<file path="src/rtl/gcm_pkg.sv">
// gcm_pkg -- shared definitions for the GCM counter-block generator.
//   state_e        : control FSM encoding (IDLE / ISSUE / DONE)
//   J0_LSW         : low word appended to a 96-bit IV to form J0
//   MAX_PT_BLOCKS  : largest plaintext block count a message may carry
//   inc32()        : GCM counter increment (low 32 bits only, no carry out)
//   clamp_pt()     : saturate a requested block count to MAX_PT_BLOCKS
package gcm_pkg;

   typedef enum logic [1:0] {
      ST_IDLE  = 2'd0,
      ST_ISSUE = 2'd1,
      ST_DONE  = 2'd2
   } state_e;

   localparam logic [31:0] J0_LSW        = 32'h0000_0001;
   localparam logic [4:0]  MAX_PT_BLOCKS = 5'd30;

   // Upper 96 bits pass through; the low word wraps on its own.
   function automatic logic [127:0] inc32(input logic [127:0] x);
      return {x[127:32], x[31:0] + 32'd1};
   endfunction

   function automatic logic [4:0] clamp_pt(input logic [4:0] b);
      return (b > MAX_PT_BLOCKS) ? MAX_PT_BLOCKS : b;
   endfunction

endpackage

</file>
<file path="src/rtl/gcm_ctr_gen.sv">
// gcm_ctr_gen -- issues the GCM counter sequence J0, inc32(J0) .. inc32^n(J0)
// to the AES data input, one block per cycle with no gaps.
//   clk, rst          : clock, synchronous active-high reset
//   req_i             : start of message, only looked at while idle
//   iv_mode_i         : 0 = 96-bit IV on iv_in_i[127:32], 1 = iv_in_i is J0
//   iv_in_i           : IV or precomputed J0
//   pt_blocks_i       : plaintext block count (saturated at 30)
//   aad_blocks_i      : AAD block count, echoed on aad_total_o
//   ctr_block_o       : counter block, zero whenever ctr_valid_o is low
//   ctr_valid_o       : ctr_block_o is valid
//   aes_start_o       : single pulse alongside J0
//   data_total_o      : blocks issued for the message, J0 included
//   aad_total_o       : registered aad_blocks_i
//   busy_o            : message in flight (ISSUE and DONE)
//   done_o            : single pulse after the last counter block
// Every output is a flop; the accept edge loads J0 straight into the
// output register so the first ISSUE cycle already presents it.
module gcm_ctr_gen
   import gcm_pkg::*;
(
   input  logic         clk,
   input  logic         rst,
   input  logic         req_i,
   input  logic         iv_mode_i,
   input  logic [127:0] iv_in_i,
   input  logic [4:0]   pt_blocks_i,
   input  logic [4:0]   aad_blocks_i,
   output logic [127:0] ctr_block_o,
   output logic         ctr_valid_o,
   output logic         aes_start_o,
   output logic [31:0]  data_total_o,
   output logic [31:0]  aad_total_o,
   output logic         busy_o,
   output logic         done_o
);

   state_e         state_q, state_d;
   logic [127:0]   ctr_q, ctr_d;
   logic           valid_q, valid_d;
   logic           start_q, start_d;
   logic           done_q, done_d;
   logic           busy_q, busy_d;
   logic [4:0]     idx_q, idx_d;   // index k of the block currently presented
   logic [4:0]     n_q, n_d;       // last index to present
   logic [31:0]    dtot_q, dtot_d;
   logic [31:0]    atot_q, atot_d;
   logic [4:0]     n_clamped;

   assign n_clamped = clamp_pt(pt_blocks_i);

   always_comb begin
      state_d = state_q;
      ctr_d   = ctr_q;
      valid_d = valid_q;
      start_d = 1'b0;
      done_d  = 1'b0;
      busy_d  = busy_q;
      idx_d   = idx_q;
      n_d     = n_q;
      dtot_d  = dtot_q;
      atot_d  = atot_q;
      case (state_q)
         ST_IDLE: begin
            busy_d  = 1'b0;
            valid_d = 1'b0;
            ctr_d   = '0;
            if (req_i) begin
               state_d = ST_ISSUE;
               ctr_d   = iv_mode_i ? iv_in_i : {iv_in_i[127:32], J0_LSW};
               valid_d = 1'b1;
               start_d = 1'b1;
               busy_d  = 1'b1;
               idx_d   = '0;
               n_d     = n_clamped;
               dtot_d  = {27'd0, n_clamped} + 32'd1;
               atot_d  = {27'd0, aad_blocks_i};
            end
         end
         ST_ISSUE: begin
            if (idx_q == n_q) begin
               state_d = ST_DONE;
               valid_d = 1'b0;
               ctr_d   = '0;
               done_d  = 1'b1;
            end else begin
               ctr_d = inc32(ctr_q);
               idx_d = idx_q + 5'd1;
            end
         end
         ST_DONE: begin
            // req is ignored here; busy drops as we re-enter IDLE
            state_d = ST_IDLE;
            busy_d  = 1'b0;
         end
         default: begin
            state_d = ST_IDLE;
            busy_d  = 1'b0;
            valid_d = 1'b0;
            ctr_d   = '0;
         end
      endcase
   end

   always_ff @(posedge clk) begin
      if (rst) begin
         state_q <= ST_IDLE;
         ctr_q   <= '0;
         valid_q <= 1'b0;
         start_q <= 1'b0;
         done_q  <= 1'b0;
         busy_q  <= 1'b0;
         idx_q   <= '0;
         n_q     <= '0;
         dtot_q  <= '0;
         atot_q  <= '0;
      end else begin
         state_q <= state_d;
         ctr_q   <= ctr_d;
         valid_q <= valid_d;
         start_q <= start_d;
         done_q  <= done_d;
         busy_q  <= busy_d;
         idx_q   <= idx_d;
         n_q     <= n_d;
         dtot_q  <= dtot_d;
         atot_q  <= atot_d;
      end
   end

   assign ctr_block_o  = ctr_q;
   assign ctr_valid_o  = valid_q;
   assign aes_start_o  = start_q;
   assign data_total_o = dtot_q;
   assign aad_total_o  = atot_q;
   assign busy_o       = busy_q;
   assign done_o       = done_q;

endmodule

</file>
<file path="config.mk">
export PLATFORM = sky130hd
export DESIGN_NAME = gcm_ctr_gen
export DESIGN_NICKNAME = d
export VERILOG_FILES = /design/src/rtl/gcm_pkg.sv /design/src/rtl/gcm_ctr_gen.sv
export SDC_FILE = /design/constraint.sdc
export NUM_CORES = 1
export LEC_CHECK = 0
export ABC_CLOCK_PERIOD_IN_PS = 2100
export CAP_MARGIN = 20
export CORE_MARGIN = 4
export CORE_UTILIZATION = 40
export CTS_CLUSTER_DIAMETER = 40
export DETAILED_ROUTE_END_ITERATION = 10
export PLACE_DENSITY = 0.81
export SKIP_CTS_REPAIR_TIMING = 1
export SYNTH_ARGS = -nofsm -noshare
export SYNTH_HDL_FRONTEND = slang
export SYNTH_SLANG_ARGS = --single-unit
</file>
<file path="constraint.sdc">
create_clock -name clk -period 2.1 [get_ports clk]
set_input_delay 0.63 -clock clk [delete_from_list [all_inputs] [get_ports clk]]
set_output_delay 0.63 -clock clk [all_outputs]
set_load 0.05 [all_outputs]
</file>
* Word-level counts from Yosys, hierarchy flattened *
Cells that the tools add are included.

cells by class
  $add $sub $neg = 3
  order comparisons = 1
  equal/unequal tests = 6
  muxes and demuxes = 16
  bitwise operators = 3
  reductions and logical operators = 8

operator list
  cell                   count
  $pmux 128 s3           1
  $mux 128               2
  $add 32x1->32 const B  1
  $mux 32                1
  $mux 5                 3
  $pmux 5 s2             1
  $add 5x1->6 const B    1
  $ne 2x2->1 const B     3
  $reduce_and 2->1       3
  $add 5x1->5 const B    1
  $eq 5x5->1             1
  $gt 5x5->1 const B     1
  $mux 2                 2
  $pmux 2 s2             1
  $reduce_or 2->1        2
  $mux 1                 3
  $not 1->1              3
  $pmux 1 s3             1
  $reduce_and 3->1       1
  $eq 2x1->1 const B     1
  $eq 2x2->1 const B     1
  $logic_not 2->1        1
  $pmux 1 s2             1
  $reduce_bool 2->1      1

word-level totals
  flip-flop bits (word level) = 181
  input bits = 142
  output and inout port bits = 196
  logic and storage cells = 48

* Logic depth before layout (Yosys ltp) *
Gate-level depths: netlist of the first run.

  depth after elaboration = 3
  gate-level depth with buffers = 8
  depth with buffers taken out = 6

* Worst setup path after synthesis of the first run *
No wires, ideal clock.

  kind = reg2reg
  start point = register ctr_q[0] (netlist: ctr_block_o[0])
  end point = register ctr_q[24] (netlist: ctr_block_o[24])
  setup time = 0.076 ns
  data arrival time = 2.106 ns
  required time = 2.024 ns
  setup slack = -0.082 ns
  cell stages (with the launch flop) = 7
  path buffers = 0
  period minus slack after synthesis = 2.182 ns
  path through = dfxtp_1 > ha_1 > nand3_1 > nor4_2 > nand4_1 > xor2_1 > o22ai_1

between the ends
  longest elaborated chain between the ends = 3

RTL lines
  element                 line                source
  start, declared         gcm_ctr_gen.sv:38   logic [127:0] ctr_q, ctr_d;
  start signal, assigned  gcm_ctr_gen.sv:118  ctr_q <= ctr_d;
  $add 32x1->32           gcm_pkg.sv:20       return {x[127:32], x[31:0] + 32'd1};
  $mux 128                gcm_ctr_gen.sv:80   if (idx_q == n_q) begin
  $pmux 128 s3            gcm_ctr_gen.sv:62   case (state_q)

No other way between the ends. The select of a mux whose other input is x is not followed.
A chain may end at the register's enable or synchronous reset.

* Worst setup path after layout of the first run *
  start point = register ctr_q[3] (netlist: ctr_block_o[3])
  end point = register ctr_q[27] (netlist: ctr_block_o[27])

The elaborated chain is that of the path after synthesis.

==> impl_metrics.sql, run 1 <==
INSERT INTO impl_metrics (metric_group, metric, value, unit) VALUES
('floorplan', 'floorplan.die.height', '136', 'um'),
('timing', 'max_slew_margin', '65.1', '%'),
('finish', 'filler_cell_count', '1319', ''),
('clocking', 'clk_root_buffer_cell', 'sky130_fd_sc_hd__clkbuf_16', ''),
('synth', 'ys.flop_type', 'sky130_fd_sc_hd__dfxtp_1', ''),
('synth', 'mappedNetlistArea', '6540', 'um^2'),
('synth', 'yosys.area.top_type_share', '47.4', '%'),
('route', 'drt_iter0_drc', '487', ''),
('place', 'post-dp-hpwl', '15900', 'um'),
('grt', 'grt_remaining_overflow', '0', ''),
('route', 'vias', '6209', ''),
('clocking', 'cts-root-to-sink-buffers', '2', ''),
('timing', 'fin_crit_sh', '94.5', '%'),
('synth', 'ys_warn_count', '0', ''),
('pwr', 'total_leakage_power', '4.44', 'nW'),
('grt', 'grt_antenna_before_repair', '0', ''),
('critical_path', 'setup.worst_path.end_class', 'register', ''),
('finish', 'final_net_count', '1121', ''),
('timing', 'final_hold_viol_count', '0', ''),
('timing', 'final-setup-viol-count', '0', ''),
('place', 'io_buffers', '284', ''),
('route', 'avgViaCountPerCell', '5.17', ''),
('route', 'dr.pass1.iters', '5', ''),
('route', 'antenna_violating_nets_post_route', '0', ''),
('place', 'placement.cell_area', '9410', 'um^2'),
('timing', 'rsz0062_at_grt', 'false', ''),
('synth', 'number_of_enable_type_register_cells_in_the_synthesized_netlist', '0', ''),
('synth', 'synth-async-reset-ratio', '0', '%'),
('grt', 'via_count_of_the_first_global_routing_pass', '5895', ''),
('pwr', 'power.density', '892', 'nW/um^2'),
('timing', 'fmaxAchievable', '504', 'MHz'),
('pwr', 'clock_share_of_power', '38.2', '%'),
('clocking', 'cts.reportedPaths.clkPinSlew', '60', 'ps'),
('critical_path', 'worst_ep_required_time', '2420', 'ps'),
('floorplan', 'die_width', '136', 'um'),
('clocking', 'clock_tree.htree_level_count', '4', ''),
('timing', 'finalCriticalPeriod', '1990', 'ps'),
('route', 'avgRoutedWirePerCell', '17.8', 'um'),
('route', 'drc', '0', ''),
('finish', 'ratio_of_cells_with_drive_above_1_in_the_final_layout', '24.8', '%'),
('timing', 'fin_worst_hold_slack', '455', 'ps'),
('finish', 'diodes_inserted', '0', ''),
('critical_path', 'wp_data_arrival', '2310', 'ps'),
('clocking', 'clock_latency', '420', 'ps'),
('floorplan', 'io_pins', '338', ''),
('finish', 'area_growth_from_synthesis_to_layout', '54.2', '%'),
('synth', 'netlist_instances', '670', ''),
('synth', 'yosys.cell_types.count', '61', ''),
('synth', 'synth_area_leader_cell', 'sky130_fd_sc_hd__dfxtp_1', ''),
('pwr', 'power.combinational.fraction', '25.0', '%'),
('clocking', 'tritoncts', 'done', ''),
('pwr', 'peak_supply_drop', '0.000576', 'V'),
('timing', 'fin_worst_skew', '7.15', 'ps'),
('hold_path', 'timing.hold.worst.class', 'reg -> reg', ''),
('pwr', 'net_switching_fraction_of_the_power', '31.1', '%'),
('synth', 'yosys_register_bits', '155', ''),
('grt', 'maximum_number_of_pins_on_one_net_before_global_route_repair', '68', ''),
('floorplan', 'num_rows', '46', ''),
('floorplan', 'start_util', '41.0', '%'),
('timing', 'timing_worst_slew_pin_value', '523', 'ps'),
('synth', 'synth-seq-area-share', '47.4', '%'),
('grt', 'global_route_wire_length_before_repair', '31800', 'um'),
('pwr', 'power.internal', '6.20', 'mW'),
('critical_path', 'crit_path_max_fanout', '7', ''),
('finish', 'final_design_area_no_fill', '10100', 'um^2'),
('synth', 'postSynthAreaPerCell', '9.77', 'um^2'),
('pwr', 'net-switching-power', '2.80', 'mW'),
('floorplan', 'core-area', '15900', 'um^2'),
('clocking', 'clkSinkCount', '155', ''),
('place', 'place.gp.congestion', '0.851', ''),
('status', 'result_of_the_run', 'complete, no violations', ''),
('grt', 'grt_use_total', '21.8', '%'),
('floorplan', 'floorplan.die_area', '18500', 'um^2'),
('timing', 'maxSlewViolCount', '0', ''),
('critical_path', 'startpoint_type', 'register', ''),
('clocking', 'cts-buffers-inserted', '17', ''),
('flow_run', 'drv_cap', '0', ''),
('route', 'route.final.wire_length', '21400', 'um'),
('pwr', 'pwr-share-seq', '36.8', '%'),
('synth', 'synth_top_cells_by_area', 'sky130_fd_sc_hd__dfxtp_1 (47%), sky130_fd_sc_hd__a22o_1 (8.8%), sky130_fd_sc_hd__buf_4 (6.2%)', ''),
('critical_path', 'worstSetupPathType', 'reg -> reg', '');
==> state kept, by name, indices dropped and copies added, names as in the netlist <==
register      cells
n_q               5
data_total_o      6
state_q           2
aes_start_o       1
ctr_block_o     128
busy_o            1
done_o            1
ctr_valid_o       1
idx_q             5
aad_total_o       5
==> power groups by stage <==
stage	clock network, mW	registers, mW	logic [mW]
2_1_floorplan	0	4.04	0.796
3_3_place_gp	0	3.37	2.23
3_5_place_dp	0	3.37	2.25
4_1_cts	3.49	3.31	2.25
5_1_grt	3.61	3.34	2.35
6_report	3.44	3.31	2.25
==> cells in the final DEF, fill, tap and decap left out, types with 3 or more instances in the layout <==
cell type	netlist	final
sky130_fd_sc_hd__a211oi_1	8	8
sky130_fd_sc_hd__a21oi_1	22	22
sky130_fd_sc_hd__a221o_1	4	4
sky130_fd_sc_hd__a221oi_1	3	3
sky130_fd_sc_hd__a222oi_1	10	10
sky130_fd_sc_hd__a22o_1	66	66
sky130_fd_sc_hd__a22oi_1	14	14
sky130_fd_sc_hd__a2bb2oi_1	30	30
sky130_fd_sc_hd__and2_1	3	3
sky130_fd_sc_hd__and3_1	4	4
sky130_fd_sc_hd__and4_1	6	6
sky130_fd_sc_hd__and4_2	4	4
sky130_fd_sc_hd__buf_12	0	8
sky130_fd_sc_hd__buf_4	54	178
sky130_fd_sc_hd__bufinv_16	0	6
sky130_fd_sc_hd__clkbuf_16	0	17
sky130_fd_sc_hd__clkdlybuf4s50_1	0	140
sky130_fd_sc_hd__clkinv_4	0	3
sky130_fd_sc_hd__conb_1	1	53
sky130_fd_sc_hd__dfxtp_1	155	148
sky130_fd_sc_hd__dfxtp_2	0	7
sky130_fd_sc_hd__dlymetal6s2s_1	0	7
sky130_fd_sc_hd__ha_1	4	4
sky130_fd_sc_hd__inv_1	7	7
sky130_fd_sc_hd__nand2_1	73	72
sky130_fd_sc_hd__nand2b_1	6	6
sky130_fd_sc_hd__nand3_1	14	14
sky130_fd_sc_hd__nand4_1	12	12
sky130_fd_sc_hd__nor2_1	22	21
sky130_fd_sc_hd__nor3_1	11	11
sky130_fd_sc_hd__nor3b_1	3	3
sky130_fd_sc_hd__nor4_1	6	5
sky130_fd_sc_hd__o21ai_0	11	11
sky130_fd_sc_hd__o22ai_1	7	7
sky130_fd_sc_hd__xnor2_1	7	7
sky130_fd_sc_hd__xor2_1	20	20
==> final timing paths <==
path	cells after the start	end	slack, ps	from
worst max register to register	5	ctr_block_o[27]$_SDFFE_PP0P_	110	ctr_block_o[3]$_SDFFE_PP0P_
worst min-delay path	2	aad_total_o[4]$_SDFFE_PP0P_	450	aad_total_o[4]$_SDFFE_PP0P_
worst max-delay path	5	ctr_block_o[27]$_SDFFE_PP0P_	110	ctr_block_o[3]$_SDFFE_PP0P_
worst min register to register	2	aad_total_o[4]$_SDFFE_PP0P_	450	aad_total_o[4]$_SDFFE_PP0P_
==> Yosys cell counts, types with 7 or more instances <==
cell type / instances
sky130_fd_sc_hd__a22o_1: 66
sky130_fd_sc_hd__inv_1: 7
sky130_fd_sc_hd__nand3_1: 14
sky130_fd_sc_hd__o21ai_0: 11
sky130_fd_sc_hd__clkbuf_1: 24
sky130_fd_sc_hd__xor2_1: 20
sky130_fd_sc_hd__dfxtp_1: 155
sky130_fd_sc_hd__a22oi_1: 14
sky130_fd_sc_hd__nand2_1: 73
sky130_fd_sc_hd__xnor2_1: 7
sky130_fd_sc_hd__a21oi_1: 22
sky130_fd_sc_hd__nor3_1: 11
sky130_fd_sc_hd__o22ai_1: 7
sky130_fd_sc_hd__a222oi_1: 10
sky130_fd_sc_hd__a211oi_1: 8
sky130_fd_sc_hd__buf_2: 16
sky130_fd_sc_hd__a2bb2oi_1: 30
sky130_fd_sc_hd__nand4_1: 12
sky130_fd_sc_hd__buf_4: 54
sky130_fd_sc_hd__nor2_1: 22
==> worst max-delay path, cell delays in order (launching register included) <==
cell,delay (ps)
sky130_fd_sc_hd__dfxtp_2,400
sky130_fd_sc_hd__nand3_2,190
sky130_fd_sc_hd__or2_2,400
sky130_fd_sc_hd__nor4_1,460
sky130_fd_sc_hd__a21boi_0,160
sky130_fd_sc_hd__a221oi_1,280
==> routing by layer <==
| layer | vias up | wire length [um] | global-route usage (%) |
|---|---|---|---|
| li1 | 2987 | - | - |
| met1 | 2930 | 8630 | 27.3 |
| met2 | 261 | 10400 | 35.8 |
| met3 | 31 | 1860 | 6.77 |
| met4 | 0 | 463 | 7.45 |
| met5 | - | 0 | 0 |
==> logic make-up after synthesis <==
family | count (synthesis) | share of synthesized area [%]
compound gates | 193 | 23.5
xor+xnor | 27 | 3.61
fa+ha+maj | 4 | 0.765
buf+inv | 107 | 9.56
flops | 155 | 47.4
other cells | 1 | 0.0573
simple gates | 183 | 15.1
==> metrics by stage <==
stage	setup slack, ps	cells	util [%]	TNS, ps	total power, mW
floorplan	6.89	722	-	0	4.83
global placement	-223	1171	59.0	-4310	5.60
detailed placement	-306	1171	59.0	-8370	5.62
CTS	-104	1200	63.1	-661	9.06
global route	53.2	1201	63.3	0	9.30
finish	115	1201	63.3	0	9.00
==> final cells by class <==
type / count / area [um^2] / share of cell area (%)
Sequential cell: 155 / 3110 / 30.8
Multi-Input combinational cell: 460 / 3040 / 30.2
Timing Repair Buffer: 334 / 2990 / 29.6
Clock buffer: 18 / 429 / 4.25
Tap cell: 216 / 270 / 2.68
Clock inverter: 11 / 220 / 2.18
Inverter: 7 / 26.3 / 0.260
(Power assumes the default switching activity.)
==> inputs of run 2 (changes only) <==
--- a/config.mk
+++ b/config.mk
@@ -8,10 +8,10 @@
 export ABC_CLOCK_PERIOD_IN_PS = 2100
 export CAP_MARGIN = 20
 export CORE_MARGIN = 4
-export CORE_UTILIZATION = 40
+export CORE_UTILIZATION = 35
 export CTS_CLUSTER_DIAMETER = 40
 export DETAILED_ROUTE_END_ITERATION = 10
-export PLACE_DENSITY = 0.81
+export PLACE_DENSITY = 0.72
 export SKIP_CTS_REPAIR_TIMING = 1
 export SYNTH_ARGS = -nofsm -noshare
 export SYNTH_HDL_FRONTEND = slang
==> run 2 against run 1 <==
Core utilization is 7.6 points lower. Cell count is 1.5% higher. Sequential cell count stayed put. Clock skew is 1.3 ps higher. Worst setup slack better by 72 ps. Clock power is 4% lower. Combinational power hardly changed. Register-to-register slack better by 70 ps. Cell area is 0.14% higher. Largest power group is now registers. Highest routed layer is now met5.
==> impl_metrics.sql, run 2 (synthesized netlist as in run 1, its figures left out) <==
INSERT INTO impl_metrics (metric_group, metric, value, unit) VALUES
('critical_path', 'worst_ep_required_time', '2430', 'ps'),
('status', 'result_of_the_run', 'complete, no violations', ''),
('place', 'post-dp-hpwl', '16300', 'um'),
('timing', 'timing_worst_slew_pin_value', '512', 'ps'),
('place', 'setup_slack_after_placement', '-110', 'ps'),
('grt', 'maximum_number_of_pins_on_one_net_before_global_route_repair', '68', ''),
('place', 'io_buffers', '284', ''),
('pwr', 'pwr-share-seq', '37.4', '%'),
('route', 'vias', '6136', ''),
('finish', 'area_growth_from_synthesis_to_layout', '54.4', '%'),
('timing', 'maxSlewViolCount', '0', ''),
('finish', 'layout.cells.most_common_list', 'sky130_fd_sc_hd__buf_4 (181), sky130_fd_sc_hd__dfxtp_1 (148), sky130_fd_sc_hd__clkdlybuf4s50_1 (140), sky130_fd_sc_hd__nand2_1 (72), sky130_fd_sc_hd__a22o_1 (66)', ''),
('grt', 'grt_use_total', '19.4', '%'),
('timing', 'final_hold_viol_count', '0', ''),
('finish', 'largest_register_ffs', '128', ''),
('route', 'drc', '0', ''),
('pwr', 'design_power_total', '8.85', 'mW'),
('timing', 'fin_worst_skew', '8.41', 'ps'),
('route', 'antenna_violating_nets_post_route', '0', ''),
('finish', 'diodes_inserted', '0', ''),
('clocking', 'cts-buffers-inserted', '17', ''),
('timing', 'finalCriticalPeriod', '1910', 'ps'),
('pwr', 'net_switching_fraction_of_the_power', '33.2', '%'),
('hold_path', 'timing.hold.worst.class', 'reg -> reg', ''),
('clocking', 'clkSinkCount', '155', ''),
('route', 'avgRoutedWirePerCell', '17.7', 'um'),
('route', 'avgViaCountPerCell', '5.03', ''),
('floorplan', 'floorplan.die.height', '145', 'um'),
('place', 'place.gp.congestion', '0.802', ''),
('grt', 'global_route_wire_length_before_repair', '31500', 'um'),
('floorplan', 'die_width', '145', 'um'),
('finish', 'final_design_area_no_fill', '10100', 'um^2'),
('timing', 'fmaxAchievable', '523', 'MHz'),
('pwr', 'power.internal', '5.91', 'mW'),
('clocking', 'cts-root-to-sink-buffers', '2', ''),
('clocking', 'clock_latency', '430', 'ps'),
('route', 'route.final.wire_length', '21600', 'um'),
('timing', 'final-setup-viol-count', '0', ''),
('grt', 'grt_remaining_overflow', '0', ''),
('floorplan', 'start_util', '36.1', '%'),
('pwr', 'peak_supply_drop', '0.000613', 'V'),
('finish', 'layout.cells.most_common', 'sky130_fd_sc_hd__buf_4', ''),
('finish', 'final_net_count', '1123', ''),
('critical_path', 'wp_data_arrival', '2240', 'ps'),
('timing', 'max_slew_margin', '65.8', '%'),
('place', 'placement.cell_area', '9470', 'um^2'),
('floorplan', 'core-area', '18100', 'um^2'),
('route', 'drt_iter0_drc', '395', ''),
('clocking', 'cts.reportedPaths.clkPinSlew', '70', 'ps'),
('floorplan', 'io_pins', '338', ''),
('finish', 'ratio_of_cells_with_drive_above_1_in_the_final_layout', '25.5', '%'),
('pwr', 'clock_share_of_power', '37.1', '%'),
('grt', 'via_count_of_the_first_global_routing_pass', '5762', ''),
('grt', 'grt_antenna_before_repair', '1', ''),
('clocking', 'clk_root_buffer_cell', 'sky130_fd_sc_hd__clkbuf_16', ''),
('pwr', 'power.density', '876', 'nW/um^2'),
('pwr', 'total_leakage_power', '4.41', 'nW'),
('pwr', 'net-switching-power', '2.94', 'mW'),
('floorplan', 'floorplan.die_area', '20900', 'um^2'),
('flow_run', 'drv_cap', '0', ''),
('timing', 'fin_crit_sh', '91.1', '%'),
('critical_path', 'setup.worst_path.end_class', 'register', ''),
('floorplan', 'num_rows', '49', ''),
('critical_path', 'worstSetupPathType', 'reg -> reg', ''),
('clocking', 'tritoncts', 'done', ''),
('clocking', 'clock_tree.htree_level_count', '4', ''),
('pwr', 'power.combinational.fraction', '25.5', '%'),
('critical_path', 'crit_path_max_fanout', '7', ''),
('timing', 'final.setup.worst_slack', '187', 'ps'),
('timing', 'rsz0062_at_grt', 'false', ''),
('critical_path', 'startpoint_type', 'register', ''),
('route', 'dr.pass1.iters', '5', '');
run 2: cell types whose count changed in the layout (fill, tap and decap cells not counted), moves of 2 or more:
cell,change
sky130_fd_sc_hd__dlymetal6s2s_1,-3
sky130_fd_sc_hd__inv_8,+5
sky130_fd_sc_hd__buf_12,+2
sky130_fd_sc_hd__bufinv_16,-3
sky130_fd_sc_hd__buf_4,+3
run 2: final cells by class:
type                       count  area (um^2)
clock buffer                  17          425
inverter                       7         26.3
tap                          229          287
clock inverter                15          203
fill                        1630         8040
timing repair buffer         336         3020
multi-input combinational    460         3040
sequential                   155         3110
run 2: path summary, 6_finish.rpt:
| path | cells past startpoint | start | slack [ps] | endpoint |
|---|---|---|---|---|
| hold reg to reg | 1 | ctr_valid_o$_SDFFE_PP0P_ | 450 | ctr_valid_o$_SDFFE_PP0P_ |
| setup reg to reg | 5 | ctr_block_o[7]$_SDFFE_PP0P_ | 190 | ctr_block_o[27]$_SDFFE_PP0P_ |
| setup / recovery | 5 | ctr_block_o[7]$_SDFFE_PP0P_ | 190 | ctr_block_o[27]$_SDFFE_PP0P_ |
| hold / removal | 1 | ctr_valid_o$_SDFFE_PP0P_ | 450 | ctr_valid_o$_SDFFE_PP0P_ |
run 2: per-layer routing:
layer | up-vias | part of all wire (%) | global-route usage [%]
li1 | 2992 | - | -
met1 | 2871 | 41 | 24.4
met2 | 244 | 48 | 31.7
met3 | 27 | 9.0 | 7.03
met4 | 2 | 1.4 | 4.81
met5 | - | 0.051 | 0
run 2: through the flow:
| stage | hold slack, ps | setup TNS (ps) | utilization, % | std cells |
|---|---|---|---|---|
| finish | 451 | 0 | 55.7 | 1219 |
| global route | 480 | 0 | 55.7 | 1219 |
| CTS | 456 | -394 | 55.6 | 1219 |
| detailed placement | 441 | -1070 | 52.2 | 1187 |
| global placement | 435 | -492 | 52.2 | 1187 |
| floorplan | 448 | 0 | - | 722 |
run 2: power groups by stage:
stage / logic [mW] / clock network (mW) / registers, mW
after floorplan: 0.796 / 0 / 4.04
after global placement: 2.26 / 0 / 3.36
after detailed placement: 2.27 / 0 / 3.37
after CTS: 2.27 / 3.36 / 3.31
after global routing: 2.37 / 3.48 / 3.34
final: 2.26 / 3.29 / 3.31
run 2: critical path, stage by stage, from the launching register on:
cell                       delay [ps]
sky130_fd_sc_hd__dfxtp_1          500
sky130_fd_sc_hd__nand4_4          200
sky130_fd_sc_hd__or3_1            400
sky130_fd_sc_hd__nor4_1           290
sky130_fd_sc_hd__a21boi_0         150
sky130_fd_sc_hd__a221oi_1         270
==> inputs of run 3 (changes only) <==
--- a/config.mk
+++ b/config.mk
@@ -11,7 +11,7 @@
 export CORE_UTILIZATION = 35
 export CTS_CLUSTER_DIAMETER = 40
 export DETAILED_ROUTE_END_ITERATION = 10
-export PLACE_DENSITY = 0.72
+export PLACE_DENSITY = 0.73
 export SKIP_CTS_REPAIR_TIMING = 1
 export SYNTH_ARGS = -nofsm -noshare
 export SYNTH_HDL_FRONTEND = slang
==> run 3 against run 2 <==
Largest power group unchanged. Combinational power hardly changed. Sequential share of layout area is essentially flat. Via count grew 1.7%. Worst hold slack better by 4.5 ps. Highest routed layer unchanged. Fmax fell by 1.5%. Die area did not move. Global-route usage is essentially flat. Critical path depth stayed put. Sequential power barely moved. Cell count down 0.25%. Clock skew up 6.6 ps. Cell area shrank 0.16%. Critical endpoint unchanged.
==> impl_metrics.sql, run 3 (synthesized netlist as in run 1, its figures left out) <==
INSERT INTO impl_metrics (metric_group, metric, value, unit) VALUES
('critical_path', 'r2r_start', 'ctr_block_o[2]$_SDFFE_PP0P_', ''),
('floorplan', 'floorplan.die.height', '145', 'um'),
('floorplan', 'core-area', '18100', 'um^2'),
('timing', 'fin_worst_hold_slack', '455', 'ps'),
('timing', 'max_slew_margin', '65.3', '%'),
('clocking', 'clk_root_buffer_cell', 'sky130_fd_sc_hd__clkbuf_16', ''),
('clocking', 'tritoncts', 'done', ''),
('place', 'place.gp.congestion', '0.814', ''),
('timing', 'final.setup.worst_slack', '158', 'ps'),
('floorplan', 'io_pins', '338', ''),
('timing', 'final-setup-viol-count', '0', ''),
('pwr', 'net_switching_fraction_of_the_power', '33.7', '%'),
('grt', 'grt_antenna_before_repair', '1', ''),
('timing', 'maxSlewViolCount', '0', ''),
('timing', 'fin_crit_sh', '92.5', '%'),
('hold_path', 'worstHoldStart', 'data_total_o[1]$_SDFFE_PP0P_', ''),
('grt', 'maximum_number_of_pins_on_one_net_before_global_route_repair', '68', ''),
('finish', 'multiInputGateArea', '3040', 'um^2'),
('status', 'result_of_the_run', 'complete, no violations', ''),
('floorplan', 'die_width', '145', 'um'),
('critical_path', 'worst_ep_required_time', '2420', 'ps'),
('critical_path', 'worstSetupPathType', 'in -> reg', ''),
('pwr', 'power.density', '865', 'nW/um^2'),
('critical_path', 'r2r_slack', '170', 'ps'),
('finish', 'area_growth_from_synthesis_to_layout', '54.2', '%'),
('route', 'drt_iter0_drc', '549', ''),
('route', 'dr.pass1.iters', '8', ''),
('critical_path', 'wp_data_arrival', '2260', 'ps'),
('finish', 'postLayoutCoreUtil', '55.6', '%'),
('timing', 'fin_worst_skew', '15.0', 'ps'),
('pwr', 'power.internal', '5.79', 'mW'),
('pwr', 'power.combinational.fraction', '25.9', '%'),
('hold_path', 'holdPathEnd', 'data_total_o[1]$_SDFFE_PP0P_', ''),
('flow_run', 'drv_cap', '0', ''),
('timing', 'rsz0062_at_grt', 'false', ''),
('finish', 'filler_cell_count', '1637', ''),
('critical_path', 'setup.worst_path.end_class', 'register', ''),
('pwr', 'peak_supply_drop', '0.000498', 'V'),
('clocking', 'cts.reportedPaths.clkPinSlew', '70', 'ps'),
('finish', 'ff_latch_area', '3110', 'um^2'),
('floorplan', 'num_rows', '49', ''),
('finish', 'diodes_inserted', '0', ''),
('finish', 'final_net_count', '1120', ''),
('grt', 'global_route_wire_length_before_repair', '31800', 'um'),
('critical_path', 'worstReg2RegEnd', 'ctr_block_o[15]$_SDFFE_PP0P_', ''),
('timing', 'final_hold_viol_count', '0', ''),
('hold_path', 'worstHoldPathCells', '2', ''),
('timing', 'timing_worst_slew_pin_value', '519', 'ps'),
('finish', 'ratio_of_cells_with_drive_above_1_in_the_final_layout', '25.0', '%'),
('grt', 'via_count_of_the_first_global_routing_pass', '5807', ''),
('grt', 'grt_remaining_overflow', '0', ''),
('critical_path', 'crit_path_max_fanout', '7', ''),
('pwr', 'pwr-share-seq', '37.9', '%'),
('timing', 'fmaxAchievable', '515', 'MHz'),
('place', 'io_buffers', '284', ''),
('hold_path', 'timing.hold.worst.class', 'reg -> reg', ''),
('place', 'setup_slack_after_placement', '-255', 'ps'),
('floorplan', 'floorplan.die_area', '20900', 'um^2'),
('grt', 'grt_use_total', '19.3', '%'),
('finish', 'layout.cells.most_common_list', 'sky130_fd_sc_hd__buf_4 (174), sky130_fd_sc_hd__dfxtp_1 (148), sky130_fd_sc_hd__clkdlybuf4s50_1 (140), sky130_fd_sc_hd__nand2_1 (72), sky130_fd_sc_hd__a22o_1 (66)', ''),
('clocking', 'cts-root-to-sink-buffers', '2', ''),
('pwr', 'total_leakage_power', '4.43', 'nW'),
('route', 'antenna_violating_nets_post_route', '0', ''),
('clocking', 'clkSinkCount', '155', ''),
('critical_path', 'startpoint_type', 'primary input', ''),
('route', 'drc', '0', ''),
('finish', 'layout.cells.most_common', 'sky130_fd_sc_hd__buf_4', ''),
('route', 'avgViaCountPerCell', '5.13', ''),
('place', 'post-dp-hpwl', '16300', 'um'),
('route', 'vias', '6242', ''),
('floorplan', 'start_util', '36.1', '%'),
('pwr', 'net-switching-power', '2.94', 'mW'),
('finish', 'largest_register_ffs', '128', ''),
('route', 'avgRoutedWirePerCell', '17.9', 'um'),
('pwr', 'clock_share_of_power', '36.1', '%'),
('clocking', 'cts-buffers-inserted', '17', ''),
('clocking', 'clock_latency', '420', 'ps'),
('critical_path', 'rr_worst_depth', '5', ''),
('route', 'route.final.wire_length', '21800', 'um'),
('clocking', 'clock_tree.htree_level_count', '4', ''),
('timing', 'finalCriticalPeriod', '1940', 'ps');
run 3: changes by cell type in the layout (fill, tap and decap cells not counted), sizes merged:
cell	change
dlymetal6s2s	+3
inv	+1
bufinv	-1
buf	-6
run 3: area by class of cell:
type | instances | share of cell area [%]
multi-input combinational | 460 | 30.2
inverter | 7 | 0.260
clock buffer | 17 | 4.22
clock inverter | 15 | 1.75
timing repair buffer | 333 | 29.9
sequential | 155 | 30.8
tap | 229 | 2.84
run 3: power by group through the flow:
stage / Sequential (mW) / Clock (mW) / Combinational, mW
floorplan: 4.04 / 0 / 0.796
global placement: 3.36 / 0 / 2.26
detailed placement: 3.37 / 0 / 2.27
CTS: 3.31 / 3.22 / 2.28
global route: 3.34 / 3.34 / 2.37
finish: 3.31 / 3.16 / 2.26
run 3: worst max path at each step:
| stage | from | endpoint | slack [ps] | cells past startpoint |
|---|---|---|---|---|
| floorplan | ctr_block_o[4]$_SDFFE_PP0P_ | ctr_block_o[23]$_SDFFE_PP0P_ | 7 | 5 |
| global placement | req_i | ctr_block_o[27]$_SDFFE_PP0P_ | -190 | 5 |
| detailed placement | req_i | ctr_block_o[27]$_SDFFE_PP0P_ | -250 | 5 |
| CTS | ctr_block_o[35]$_SDFFE_PP0P_ | ctr_block_o[35] | -90 | 1 |
| global route | req_i | ctr_block_o[27]$_SDFFE_PP0P_ | 30 | 5 |
| finish | req_i | ctr_block_o[27]$_SDFFE_PP0P_ | 160 | 5 |
run 3: stage by stage:
step           area, um^2  instances  power, mW  setup TNS (ps)
6_report            10100       1216       8.73               0
5_1_grt             10100       1216       9.05               0
4_1_cts             10100       1216       8.81            -625
3_5_place_dp         9470       1184       5.64           -5040
3_3_place_gp         9470       1184       5.62           -2780
2_1_floorplan        6750        722       4.83               0
run 3: per-layer routing:
layer  global-route usage, %  up-vias  routed length, um  share of wire (%)
met1                    25.2     2969               8910                 41
met4                    5.06        2                305                1.4
met3                    5.19       25               1740                8.0
met2                    31.8      247              10800                 50
li1                        -     2999                  -                  -
met5                       0        -                 20              0.092
run 3: worst max-delay path: stages:
cell,delay (ps)
sky130_fd_sc_hd__clkdlybuf4s50_1,530
sky130_fd_sc_hd__nor4bb_4,510
sky130_fd_sc_hd__a22oi_1,150
sky130_fd_sc_hd__a21boi_0,160
sky130_fd_sc_hd__a221oi_1,270
